[src/rtl/pipe_ctrl.sv]
// Pipeline control for the 5-stage core: folds memory waits, MDU occupancy, load-use
// hazards and redirects/traps into the shared all_ready / stall / flush control word.
module pipe_ctrl #(
    parameter int unsigned PC_W    = 64,
    parameter int unsigned MUL_LAT = 3,
    parameter int unsigned DIV_LAT = 65
) (
    input  logic            clk,
    input  logic            reset,
    input  logic            ireq_valid,
    input  logic            iresp_ok,
    input  logic            dreq_valid,
    input  logic            dresp_ok,
    input  logic            mul_start,
    input  logic            div_start,
    input  logic            load_use,
    input  logic            redirect_in,
    input  logic [PC_W-1:0] redirect_pc_in,
    input  logic            trap_in,
    input  logic [PC_W-1:0] trap_pc_in,
    output logic            all_ready,
    output logic            stall_f,
    output logic            stall_d,
    output logic            flush_d,
    output logic            flush_e,
    output logic            flush_m,
    output logic            pc_redirect,
    output logic [PC_W-1:0] pc_target
);

    localparam int unsigned MAX_LAT = (MUL_LAT > DIV_LAT) ? MUL_LAT : DIV_LAT;
    localparam int unsigned CNT_W   = (MAX_LAT > 1) ? $clog2(MAX_LAT) : 1;

    localparam logic [CNT_W-1:0] MUL_LOAD = CNT_W'(MUL_LAT - 1);
    localparam logic [CNT_W-1:0] DIV_LOAD = CNT_W'(DIV_LAT - 1);
    localparam logic [CNT_W-1:0] CNT_ONE  = CNT_W'(1);

    logic [CNT_W-1:0] mdu_cnt_q, mdu_cnt_d;
    logic             rd_pend_q, rd_pend_d;
    logic [PC_W-1:0]  rd_pc_q, rd_pc_d;
    logic             tr_pend_q, tr_pend_d;
    logic [PC_W-1:0]  tr_pc_q, tr_pc_d;

    logic             mdu_idle;
    logic             imem_wait;
    logic             dmem_wait;
    logic             trap_eff;
    logic             redirect_eff;
    logic [PC_W-1:0]  trap_target;
    logic [PC_W-1:0]  redirect_target;
    logic             apply_ok;

    assign mdu_idle  = (mdu_cnt_q == '0) & ~mul_start & ~div_start;
    assign imem_wait = ireq_valid & ~iresp_ok;
    assign dmem_wait = dreq_valid & ~dresp_ok;
    assign all_ready = mdu_idle & ~imem_wait & ~dmem_wait;

    assign trap_eff        = tr_pend_q | trap_in;
    assign trap_target     = tr_pend_q ? tr_pc_q : trap_pc_in;
    assign redirect_eff    = rd_pend_q | redirect_in;
    assign redirect_target = rd_pend_q ? rd_pc_q : redirect_pc_in;

    // Control outputs stay quiet while reset is asserted even though all_ready may be high.
    assign apply_ok = all_ready & reset;

    // MDU occupancy: the start cycle itself is covered by mul_start/div_start in mdu_idle,
    // so the counter only needs to cover the remaining LAT-1 cycles.
    always_comb begin
        mdu_cnt_d = mdu_cnt_q;
        if (mdu_cnt_q != '0) begin
            mdu_cnt_d = mdu_cnt_q - CNT_ONE;
        end else if (div_start) begin
            mdu_cnt_d = DIV_LOAD;
        end else if (mul_start) begin
            mdu_cnt_d = MUL_LOAD;
        end
    end

    // Pending capture keeps the oldest request; applying a trap also kills any redirect.
    always_comb begin
        rd_pend_d = rd_pend_q;
        rd_pc_d   = rd_pc_q;
        tr_pend_d = tr_pend_q;
        tr_pc_d   = tr_pc_q;
        if (!all_ready) begin
            if (trap_in && !tr_pend_q) begin
                tr_pend_d = 1'b1;
                tr_pc_d   = trap_pc_in;
            end
            if (redirect_in && !rd_pend_q) begin
                rd_pend_d = 1'b1;
                rd_pc_d   = redirect_pc_in;
            end
        end else if (trap_eff) begin
            tr_pend_d = 1'b0;
            rd_pend_d = 1'b0;
        end else if (redirect_eff) begin
            rd_pend_d = 1'b0;
        end
    end

    always_comb begin
        stall_f     = 1'b0;
        stall_d     = 1'b0;
        flush_d     = 1'b0;
        flush_e     = 1'b0;
        flush_m     = 1'b0;
        pc_redirect = 1'b0;
        pc_target   = '0;
        if (apply_ok) begin
            if (trap_eff) begin
                pc_redirect = 1'b1;
                pc_target   = trap_target;
                flush_d     = 1'b1;
                flush_e     = 1'b1;
                flush_m     = 1'b1;
            end else if (redirect_eff) begin
                pc_redirect = 1'b1;
                pc_target   = redirect_target;
                flush_d     = 1'b1;
                flush_e     = 1'b1;
            end else if (load_use) begin
                stall_f = 1'b1;
                stall_d = 1'b1;
                flush_e = 1'b1;
            end
        end
    end

    always_ff @(posedge clk or negedge reset) begin
        if (!reset) begin
            mdu_cnt_q <= '0;
            rd_pend_q <= 1'b0;
            rd_pc_q   <= '0;
            tr_pend_q <= 1'b0;
            tr_pc_q   <= '0;
        end else begin
            mdu_cnt_q <= mdu_cnt_d;
            rd_pend_q <= rd_pend_d;
            rd_pc_q   <= rd_pc_d;
            tr_pend_q <= tr_pend_d;
            tr_pc_q   <= tr_pc_d;
        end
    end

endmodule

[config.mk]
export PLATFORM = sky130hd
export DESIGN_NAME = pipe_ctrl
export DESIGN_NICKNAME = d
export VERILOG_FILES = /design/src/rtl/pipe_ctrl.sv
export SDC_FILE = /design/constraint.sdc
export NUM_CORES = 1
export LEC_CHECK = 0
export ABC_AREA = 0
export CORE_MARGIN = 2
export CORE_UTILIZATION = 52
export CTS_CLUSTER_DIAMETER = 120
export DETAILED_ROUTE_END_ITERATION = 8
export PLACE_DENSITY = 0.87
export SLEW_MARGIN = 20
export SYNTH_ARGS = -nofsm -noshare
export SYNTH_HDL_FRONTEND = slang
export SYNTH_SLANG_ARGS = --single-unit
export TNS_END_PERCENT = 1
[constraint.sdc]
create_clock -name clk -period 3.6 [get_ports clk]
set_input_delay 0.72 -clock clk [delete_from_list [all_inputs] [get_ports clk]]
set_output_delay 0.72 -clock clk [all_outputs]
set_load 0.02 [all_outputs]
; Word-level counts from Yosys, hierarchy flattened
; Cells that the tools add are included.
[totals]
wordCells = 64
ff_bits = 137
input_bits = 139
[op_classes]
muxes = 27
bitwise_logic = 16
n_reduce_logical = 13
addsub = 1
eq_ne = 2
[ops]
columns = cell, count
row1 = two-way mux 64 bit, 5
row2 = two-way mux 7 bit, 3
row3 = two-way mux 1 bit, 19
row4 = AND reduction 2 bit, 4
row5 = bitwise AND 1 bit, 7
row6 = logical NOT 7 bit, 1
row7 = inverter 1 bit, 7
row8 = nonzero test 7 bit, 1
row9 = "subtractor 7 x 1 -> 7 bit, second input constant", 1
row10 = nonzero test 2 bit, 2
row11 = "!= test 3 x 1 -> 1 bit, second input constant", 1
row12 = nonzero test 3 bit, 1
row13 = logical AND 1 bit, 2
row14 = logical NOT 1 bit, 2
row15 = "!= test 2 x 1 -> 1 bit, second input constant", 1
row16 = OR 1 bit, 2

; Logic depth before layout (Yosys ltp)
[depth]
depth_word = 7
mapped_depth = 9

; Least setup slack after synthesis
; OpenSTA, ideal clock, no wires.
[synth_path]
kind = flip-flop to output port
startpoint = register mdu_cnt_q[0]
endpoint = output pc_redirect
path_stages_with_launch = 10
slack_ns = 0.816
arrival_time_ns = 2.064
path_buffers = 3
required_ns = 2.880
path_cell_list = dfrtp_1 -> inv_1 -> ha_1 -> nor4b_2 -> and2_4 -> buf_6 -> nand4_1 -> buf_2 -> nor2_1 -> buf_4
[synth_between]
elab_chain_len = 7
[synth_lines]
columns = element, line_no
row1 = from (decl), 38  ; logic [CNT_W-1:0] mdu_cnt_q, mdu_cnt_d;
row2 = from (signal assigned), 138  ; mdu_cnt_q <= mdu_cnt_d;
row3 = logical NOT 7 bit, 53  ; assign mdu_idle = (mdu_cnt_q == '0) & ~mul_start & ~div_start;
row4 = bitwise AND 1 bit (2 in a row), 53
row5 = bitwise AND 1 bit (2 in a row), 56  ; assign all_ready = mdu_idle & ~imem_wait & ~dmem_wait;
row6 = bitwise AND 1 bit, 64  ; assign apply_ok = all_ready & reset;
row7 = two-way mux 1 bit, --
row8 = to (decl), 27  ; output logic pc_redirect,
; No other way between the ends.

; Worst setup path in the final report
[layout_path]
startpoint = register mdu_cnt_q[0]
endpoint = output pc_target[2]
[layout_between]
elab_chain_len = 7
[layout_lines]
columns = element, line_no
row1 = logical NOT 7 bit, 53
row2 = bitwise AND 1 bit (2 in a row), 53
row3 = bitwise AND 1 bit (2 in a row), 56
row4 = bitwise AND 1 bit, 64
row5 = two-way mux 64 bit, 110  ; if (apply_ok) begin
row6 = to (decl), 28  ; output logic [PC_W-1:0] pc_target
; No other way between the ends.

==> results.json <==
{
  "crit_path_end_kind": "output port",
  "vdd_drop_max_v": 0.000289,
  "wl_per_cell_um": 22.6,
  "p_leak_nw": 4.88,
  "vias": 6091,
  "diodes": 0,
  "synth_top_area_cell": "dfrtp_1",
  "slew_viol_final": 0,
  "yosysMostFrequentCell": "dfrtp_1",
  "maxCapViolCount": 0,
  "slowest_delay_ns": 0.42,
  "tightest_slew_ns": 0.872,
  "cp.arrival_ns": 2.65,
  "skew_ns": 0.00656,
  "gp_congestion": 0.867,
  "yosys_most_used_dff": "dfrtp_1",
  "min_period_ns": 3.37,
  "synthDistinctLibCells": 34,
  "cts_made_buffers": 17,
  "violations": "design-rule violations",
  "chipWidth_um": 121,
  "fin_crit_sh": 0.937,
  "setup_tns_ns": 0,
  "crit_slowest_cell": "dfrtp_1",
  "cts_tree": "built",
  "port_buffers": 209,
  "dp_hpwl_um": 13200,
  "grt.total_usage": 0.289,
  "cts_buffer_depth": 2,
  "num_io_pins": 210,
  "yosysTopAreaCellShare": 0.479,
  "ctsHtreeMaxLevel": 4,
  "drt_wl_total_um": 21200,
  "status": "finished with violations",
  "nets": 893,
  "grt_overflow_total": 0,
  "syn_area_um2": 7160,
  "syn-num-nets": 703,
  "syn_area_per_cell_um2": 12.7,
  "insertion_delay_ns": 0.42,
  "drc": 10,
  "viasPerCell": 6.47,
  "grt_pass1_vias": 6261,
  "coreArea_um2": 13300,
  "clockRootBuffer": "clkbuf_16",
  "initial_core_util": 0.537,
  "drive_gt1_frac": 0.247,
  "finalSetupViolations": 0,
  "post-cts-setup-buffers": 0,
  "p_per_area_nw_per_um2": 413,
  "startpoint_type": "register",
  "ys_ff_latch": 137,
  "cp.required_ns": 2.88,
  "path_cells": "inv_1 > ha_1 > nor4b_4 > and2_4 > nand4_1 > buf_12 > nor2_1 > dlygate4sd2_1",
  "crit_fanout": 67,
  "clkTransAtPathRegs_ns": 0.06,
  "synth.cells.most_frequent": "dfrtp_1, nor2_1, mux2_2, a222oi_1, a22o_1",
  "crit_type": "register to output port",
  "relSlewSlack": 0.419,
  "first_pass_iters": 9,
  "design_area_um2": 10100,
  "async_reset_ff_frac": 1.00,
  "area_delta_synth_final_pct": 41.0,
  "fmax_ghz": 0.297,
  "ctsHoldBuffers": 0,
  "die_area_um2": 14700,
  "first_iter_violations": 807,
  "ys_warn_count": 0,
  "grt_pass1_wl_um": 32900,
  "ys_top_cells_by_area": "dfrtp_1, mux2_4, mux2_2",
  "syn_inst": 562,
  "grt_max_degree": 70,
  "die_h_um": 121,
  "antenna_left": 0,
  "worst-path-buf-inv": 3,
  "dpl_cell_area_um2": 9450,
  "rsz0062_at_grt": "false",
  "antenna_found_initial": 0,
  "path_delay_family": "simple AND/OR/NAND/NOR gates",
  "rows": 42,
  "synth_edf_count": 0,
  "yosysSeqAreaShare": 0.479,
  "hp-class": "input pin to asynchronous set/reset pin",
  "hold_viol_final": 0,
  "clock_sinks": 137
}
through the flow:
stage	setup WS (ns)	power, mW	cells	hold slack (ns)	util
4_1_cts	0.00685	4.18	941	0.508	0.750
5_1_grt	0.100	4.32	941	0.522	0.757
3_3_place_gp	0.0946	2.41	909	0.488	0.708
2_1_floorplan	0.816	2.16	562	0.424	-
3_5_place_dp	0.0743	2.45	909	0.495	0.708
6_report	0.228	4.17	941	0.493	0.757
final cells by class:
cell class,instances,area [um2]
Clock buffer,21,470
Sequential cell,137,3430
Multi-Input combinational cell,364,3460
Inverter,5,18.8
Tap cell,176,220
Fill cell,859,3250
Timing Repair Buffer,227,2370
Clock inverter,11,121
state kept, by name (all words and copies together) (netlist names):
signal / cells
mdu_cnt_q: 7
tr_pend_q: 1
tr_pc_q: 64
rd_pend_q: 1
rd_pc_q: 64
path summary, 6_finish.rpt:
kind                       cells past startpoint  slack (ns)         start            to
max                                            8        0.23  mdu_cnt_q[0]  pc_target[2]
min                                            2        0.49         reset     rd_pend_q
max reg2reg                                    7        1.24  mdu_cnt_q[0]   tr_pc_q[53]
min reg2reg                                    1        0.51   tr_pc_q[25]   tr_pc_q[25]
max in group asynchronous                      3        1.72         reset   tr_pc_q[55]
min in group clk                               1        0.51   tr_pc_q[25]   tr_pc_q[25]
cell families (layout without fill, tap and decap cells):
kind of cell | count (synthesis) | after routing | synth area share
xor+xnor | 4 | 4 | 0.00489
buf+inv | 61 | 264 | 0.0421
compound gates | 135 | 135 | 0.180
simple gates | 94 | 94 | 0.0566
flops | 137 | 137 | 0.479
fa+ha+maj | 2 | 2 | 0.00349
mux | 129 | 129 | 0.234
power breakdown:
group / internal [mW] / switching (mW)
logic: 0.436 / 0.197
registers: 1.71 / 0.102
clock network: 1.07 / 0.653
total: 3.21 / 0.953
cells in the final DEF, fill, tap and decap left out, types with 2 or more instances in the layout:
cell type	synthesis	final
nand2_1	3	3
clkinv_2	0	3
ha_1	2	2
buf_12	0	8
o21ai_0	2	2
dlygate4sd2_1	0	34
bufinv_16	0	2
a22o_1	64	64
dlymetal6s2s_1	0	35
clkbuf_16	0	17
mux2_4	60	60
nand2b_1	2	2
and3_1	2	2
buf_4	2	10
a222oi_1	64	64
clkdlybuf4s50_1	0	139
xnor2_1	3	3
inv_1	5	5
clkinvlp_4	0	5
a311oi_4	2	2
clkbuf_8	0	3
mux2_2	68	68
nor2_1	77	75
dfrtp_2	0	2
nor2_4	0	2
dfrtp_1	137	135
per-layer routing:
layer | vias to the layer above | GRT usage | share of wire
met5 | - | 0 | 0
met4 | 0 | 0.103 | 0.021
met3 | 39 | 0.0851 | 0.090
met2 | 383 | 0.479 | 0.49
met1 | 3082 | 0.360 | 0.40
li1 | 2587 | - | -
timing repair:
action / in CTS / in global routing
resized for setup: 35 / 35
pin swaps: 1 / 0
endpoints found under the setup margin: 69 / 35
cloned: 0 / 0
(Power assumes the default switching activity.)
